==> src/rtl/doorlock_ctrl.sv <==
// Keypad door lock: buffers four one-hot decoded digits, checks them against a
// stored password, times the door release and locks out after repeated failures.
module doorlock_ctrl #(
  parameter int UNLOCK_CYCLES  = 50000000,
  parameter int LOCKOUT_CYCLES = 500000000,
  parameter int MAX_FAIL       = 3
) (
  input  logic       clk,
  input  logic       rst,
  input  logic [9:0] dig,
  input  logic       key_vld,
  input  logic       key_ent,
  input  logic       key_clr,
  output logic       unlock,
  output logic       lockout,
  output logic       err,
  output logic       pw_set,
  output logic [2:0] digit_cnt,
  output logic [1:0] o_dbg_state
);
  localparam int TMAX = (UNLOCK_CYCLES > LOCKOUT_CYCLES) ? UNLOCK_CYCLES : LOCKOUT_CYCLES;
  localparam int TW   = $clog2(TMAX + 1);
  localparam logic [TW-1:0] UNL_LOAD = TW'(UNLOCK_CYCLES - 1);
  localparam logic [TW-1:0] LCK_LOAD = TW'(LOCKOUT_CYCLES - 1);
  localparam logic [1:0]    FAIL_LIM = 2'(MAX_FAIL);

  typedef enum logic [1:0] {ST_ENTRY, ST_CHECK, ST_OPEN, ST_LOCKOUT} state_t;

  state_t          r_state, w_nxt;
  logic [15:0]     r_buf, w_buf, r_pw, w_pw;
  logic [2:0]      r_cnt, w_cnt;
  logic            r_ovf, w_ovf;
  logic [1:0]      r_fail, w_fail;
  logic [TW-1:0]   r_tmr, w_tmr;
  logic            r_unlock, r_lockout, r_err, r_pwset;
  logic            w_err, w_pwset, w_take, w_onehot, w_match;
  logic [3:0]      w_idx;

  always_comb begin
    w_idx = 4'd0;
    for (int k = 0; k < 10; k++)
      if (dig[k]) w_idx = 4'(k);
  end

  assign w_onehot = $onehot(dig);
  assign w_match  = (r_cnt == 3'd4) && !r_ovf && (r_buf == r_pw);

  always_comb begin
    w_nxt   = r_state;
    w_buf   = r_buf;
    w_pw    = r_pw;
    w_cnt   = r_cnt;
    w_ovf   = r_ovf;
    w_fail  = r_fail;
    w_tmr   = r_tmr;
    w_err   = 1'b0;
    w_pwset = 1'b0;
    w_take  = 1'b0;
    case (r_state)
      ST_ENTRY: begin
        if (key_clr) begin
          w_cnt = 3'd0;
          w_ovf = 1'b0;
        end else if (key_ent) begin
          w_nxt = ST_CHECK;
        end else if (key_vld) begin
          w_take = 1'b1;
        end
      end
      ST_CHECK: begin
        w_buf = 16'h0;
        w_cnt = 3'd0;
        w_ovf = 1'b0;
        if (w_match) begin
          w_nxt  = ST_OPEN;
          w_fail = 2'd0;
          w_tmr  = UNL_LOAD;
        end else begin
          w_err  = 1'b1;
          w_fail = (r_fail == 2'd3) ? 2'd3 : r_fail + 2'd1;
          if (w_fail == FAIL_LIM) begin
            w_nxt = ST_LOCKOUT;
            w_tmr = LCK_LOAD;
          end else begin
            w_nxt = ST_ENTRY;
          end
        end
      end
      ST_OPEN: begin
        if (r_tmr != '0) w_tmr = r_tmr - 1'b1;
        if (key_clr) begin
          w_nxt = ST_ENTRY;
          w_buf = 16'h0;
          w_cnt = 3'd0;
          w_ovf = 1'b0;
        end else if (key_ent) begin
          if (r_cnt == 3'd4 && !r_ovf) begin
            w_pw    = r_buf;
            w_pwset = 1'b1;
            w_nxt   = ST_ENTRY;
            w_buf   = 16'h0;
            w_cnt   = 3'd0;
          end else begin
            w_err = 1'b1;
          end
        end else if (key_vld) begin
          w_take = 1'b1;
        end
      end
      ST_LOCKOUT: begin
        if (r_tmr != '0) begin
          w_tmr = r_tmr - 1'b1;
        end else begin
          w_nxt  = ST_ENTRY;
          w_fail = 2'd0;
        end
      end
      default: w_nxt = ST_ENTRY;
    endcase

    // First digit lands in the top nibble so the buffer reads like the password.
    if (w_take) begin
      if (!w_onehot) begin
        w_err = 1'b1;
      end else if (r_cnt == 3'd4) begin
        w_ovf = 1'b1;
      end else begin
        case (r_cnt[1:0])
          2'd0:    w_buf[15:12] = w_idx;
          2'd1:    w_buf[11:8]  = w_idx;
          2'd2:    w_buf[7:4]   = w_idx;
          default: w_buf[3:0]   = w_idx;
        endcase
        w_cnt = r_cnt + 3'd1;
      end
    end

    if (r_state == ST_OPEN && w_nxt == ST_OPEN && r_tmr == '0) begin
      w_nxt = ST_ENTRY;
      w_buf = 16'h0;
      w_cnt = 3'd0;
      w_ovf = 1'b0;
    end
  end

  always_ff @(posedge clk or posedge rst) begin
    if (rst) begin
      r_state   <= ST_ENTRY;
      r_buf     <= 16'h0;
      r_pw      <= 16'h1234;
      r_cnt     <= 3'd0;
      r_ovf     <= 1'b0;
      r_fail    <= 2'd0;
      r_tmr     <= '0;
      r_unlock  <= 1'b0;
      r_lockout <= 1'b0;
      r_err     <= 1'b0;
      r_pwset   <= 1'b0;
    end else begin
      r_state   <= w_nxt;
      r_buf     <= w_buf;
      r_pw      <= w_pw;
      r_cnt     <= w_cnt;
      r_ovf     <= w_ovf;
      r_fail    <= w_fail;
      r_tmr     <= w_tmr;
      r_unlock  <= (w_nxt == ST_OPEN);
      r_lockout <= (w_nxt == ST_LOCKOUT);
      r_err     <= w_err;
      r_pwset   <= w_pwset;
    end
  end

  assign unlock      = r_unlock;
  assign lockout     = r_lockout;
  assign err         = r_err;
  assign pw_set      = r_pwset;
  assign digit_cnt   = r_cnt;
  assign o_dbg_state = r_state;
endmodule

==> config.mk <==
export PLATFORM = sky130hd
export DESIGN_NAME = doorlock_ctrl
export DESIGN_NICKNAME = d
export VERILOG_FILES = /design/src/rtl/doorlock_ctrl.sv
export SDC_FILE = /design/constraint.sdc
export NUM_CORES = 1
export LEC_CHECK = 0
export BUFFER_PORTS_ARGS = -buffer_cell sky130_fd_sc_hd__buf_2
export CAP_MARGIN = 15
export CORE_ASPECT_RATIO = 0.7
export CORE_UTILIZATION = 50
export DETAILED_ROUTE_END_ITERATION = 8
export PLACE_DENSITY_LB_ADDON = 0.12
export SETUP_SLACK_MARGIN = 0.02
export SLEW_MARGIN = 20
export SYNTH_ARGS = -nofsm -noshare
export SYNTH_HDL_FRONTEND = slang
export SYNTH_SLANG_ARGS = --single-unit
==> constraint.sdc <==
create_clock -name clk -period 7.55 [get_ports clk]
set_input_delay 1.51 -clock clk [delete_from_list [all_inputs] [get_ports clk]]
set_output_delay 1.51 -clock clk [all_outputs]
set_load 0.02 [all_outputs]
==> impl_metrics.csv <==
group,metric,value,unit
cells_and_area,mostFrequentLayoutCells,"68 x dfrtp_1, 65 x nor2_1, 38 x a21oi_1",
synth,yosys.area.top_type_share,0.400,
synth,synth.distinct_cells,56,
pwr,peakVddDrop,0.000210,V
detailed_routing,num_vias,3605,
timing,hold_viol_final,0,
cells_and_area,regArea,0.00183,mm^2
worst_setup_path,start_kind,"input port",
timing,rsz0062_at_grt,"false",
detailed_routing,first_iter_violations,363,
synth,yosysWarningCount,0,
placed_design,dpl.hpwl,6.85,mm
detailed_routing,vias_per_cell,6.05,
worst_setup_path,arrival,6.28,ns
placed_design,io_buffers,23,
global_routing,grt_start_max_net_pins,74,
synth,syn-cell-area,0.00426,mm^2
cts,cts_tree,"yes",
run,maxCapViolCount,0,
run_status,outcome,"completed",
cts,clockBufferDepth,2,
synth,synth_area_leader_cell,"dfrtp_1",
detailed_routing,avgRoutedWirePerCell,16.8,um
worst_setup_path,cp-end-kind,"flop",
cts,clk_pin_slew_worst_paths,0.06,ns
cells_and_area,final_layout_size_suffix_gt1_frac,0.162,
cts,h-tree-depth,3,
floorplan,design.die.area,0.00890,mm^2
timing,worst_slew_pin_slew,1.11,ns
synth,netlist_top_cells_area,"dfrtp_1 40%, nor2_1 5.7%, mux2_2 4.5%",
timing,setup_viol,0,
floorplan,io_pins,24,
placed_design,gp_congestion,0.807,
synth,ys_seq_elements,73,
timing,tns,0,ns
timing,setup_slack,1.48,ns
cells_and_area,multi_input_area,0.00225,mm^2
pwr,p_leak,2.09,nW
cts,postCtsHoldBufs,0,
detailed_routing,drcViolationCount,0,
cts,post_cts_buffers,0,
global_routing,grt_pass1_wl,17.0,mm
cts,worstSkewPairLatency,0.34,ns
floorplan,die_x,112,um
detailed_routing,ant_nets,0,
worst_setup_path,required,7.76,ns
synth,syn_area_per_cell,9.06,um^2
cells_and_area,layout_commonest_cell,"dfrtp_1",
pwr,power_density,276,mW/mm^2
floorplan,chipHeight,79.2,um
timing,finalCritPeriodShare,0.804,
detailed_routing,wl,9.98,mm
cts,clockRootBuffer,"clkbuf_16",
synth,synth_edf_count,0,
cts,cts.sinks,73,
hold_path,hp-class,"flop to flop",
synth,ys_seq_area_frac,0.430,
placed_design,place_area,0.00446,mm^2
timing,fin_crit,6.07,ns
floorplan,initial_utilization,0.530,
cells_and_area,layout.nets,523,
detailed_routing,drt_pass1_iterations,5,
floorplan,core,0.00804,mm^2
worst_setup_path,critPathKind,"input port to flop",
timing,fmax,165,MHz
cells_and_area,fill_cells,704,
synth,syn_nets,503,
timing,maxSlewHeadroom,0.249,
floorplan,rows,27,
cells_and_area,area_delta_synth_final,11.7,%
global_routing,gr-total-overflow,0,
cells_and_area,diodes,0,
synth,synth_top_flop_cell,"dfrtp_1",
timing,slew_violations,0,
placed_design,dp_slack,1.16,ns
global_routing,antenna_found_initial,0,
cts,cts_buffers,9,
timing,finClkSkew,0.00888,ns
global_routing,grt_pass1_vias,3399,
cts,cts_resized,0,
synth,async_flop_share,1.00,
worst_setup_path,critPathMaxFanout,8,
cells_and_area,fin_area,0.00476,mm^2
global_routing,grtUsageTotal,0.249,
synth,synth_cells,470,
[registers in the layout, summed over array words and instances (netlist names), 2 cells and up]
register / count
r_tmr: 29
o_dbg_state: 2
digit_cnt: 3
r_fail: 2
r_buf: 16
r_pw: 16
[cell usage after synthesis (2+ instances only)]
master	instances
buf_1	2
nor3_1	20
nor3_2	2
and3_1	2
nor2b_1	3
buf_4	2
nand3b_1	2
o22a_1	3
o21a_1	3
a21oi_1	38
o31ai_1	4
nand2_1	32
o21ai_0	26
nor4_1	8
nor3b_1	3
or3_1	3
dfstp_2	5
nand2b_1	4
nand3_1	19
nand4_1	6
xnor2_1	10
xor2_1	6
inv_1	24
fa_1	6
or4_1	3
nor2_1	65
or2_2	5
and4_1	2
mux2_2	17
dfrtp_1	68
or4_4	2
buf_2	2
clkbuf_1	13
a41oi_1	2
o21bai_1	2
a31oi_1	18
ha_1	12
o41ai_1	8
[critical path: stages]
cell and delay [ns]:
buf_2 0.11, fa_1 0.51, fa_1 0.52, inv_1 0.05, fa_1 0.43, inv_1 0.07, ha_1 0.16, inv_1 0.06
fa_1 0.39, a2111o_1 0.42, a2111oi_0 0.93, a21boi_1 0.50, nand2_1 0.29, nand3_1 0.16, o21a_1 0.13, nor2_1 0.04
[stage by stage]
stage	hold slack, ns	utilization	std cells	power [W]
after CTS	0.481	0.592	596	0.00132
after detailed placement	0.472	0.554	580	0.000879
after global placement	0.472	0.554	580	0.000869
final	0.481	0.592	596	0.00131
after floorplan	0.452	-	470	0.000775
after global routing	0.511	0.592	596	0.00139
[cells by family after synthesis]
kind of cell | count (synthesis) | synth area share
and+or+nand+nor | 184 | 0.211
AOI/OAI and AO/OA | 119 | 0.177
DFF | 73 | 0.430
buffers and inverters | 43 | 0.0402
adders and majority gates | 18 | 0.0635
muxes | 17 | 0.0449
xor gates and xnor gates | 16 | 0.0329
[cell type report]
cell class	count	share of cell area
Clock buffer	14	0.0555
Clock inverter	2	0.00789
Inverter	24	0.0189
Multi-Input combinational cell	354	0.474
Sequential cell	73	0.385
Tap cell	101	0.0266
Timing Repair Buffer	28	0.0321
[path summary, 6_finish.rpt]
kind | slack [ns] | depth (start not counted) | endpoint | startpoint
max | 1.48 | 16 | r_buf[0] | dig[0]
min | 0.48 | 1 | r_tmr[23] | r_tmr[23]
max reg2reg | 4.27 | 9 | r_tmr[5] | digit_cnt[0]
min reg2reg | 0.48 | 1 | r_tmr[23] | r_tmr[23]
max in group asynchronous | 5.49 | 3 | o_dbg_state[1] | rst
min in group asynchronous | 1.44 | 3 | r_tmr[6] | rst
[report_power, final]
part           internal (W)  switching [W]  total [W]
combinational      0.000137       0.000293   0.000431
sequential         0.000421      0.0000263   0.000448
clock              0.000274       0.000160   0.000434
total              0.000833       0.000479    0.00131
[per-layer routing]
layer / track usage / vias up / share of wire
met5: 0 / - / 0
met4: 0.103 / 0 / 0.015
met3: 0.0466 / 13 / 0.060
met2: 0.335 / 131 / 0.40
met1: 0.386 / 1730 / 0.52
li1: - / 1731 / -
Note: power is estimated with default switching activity, not from simulation.
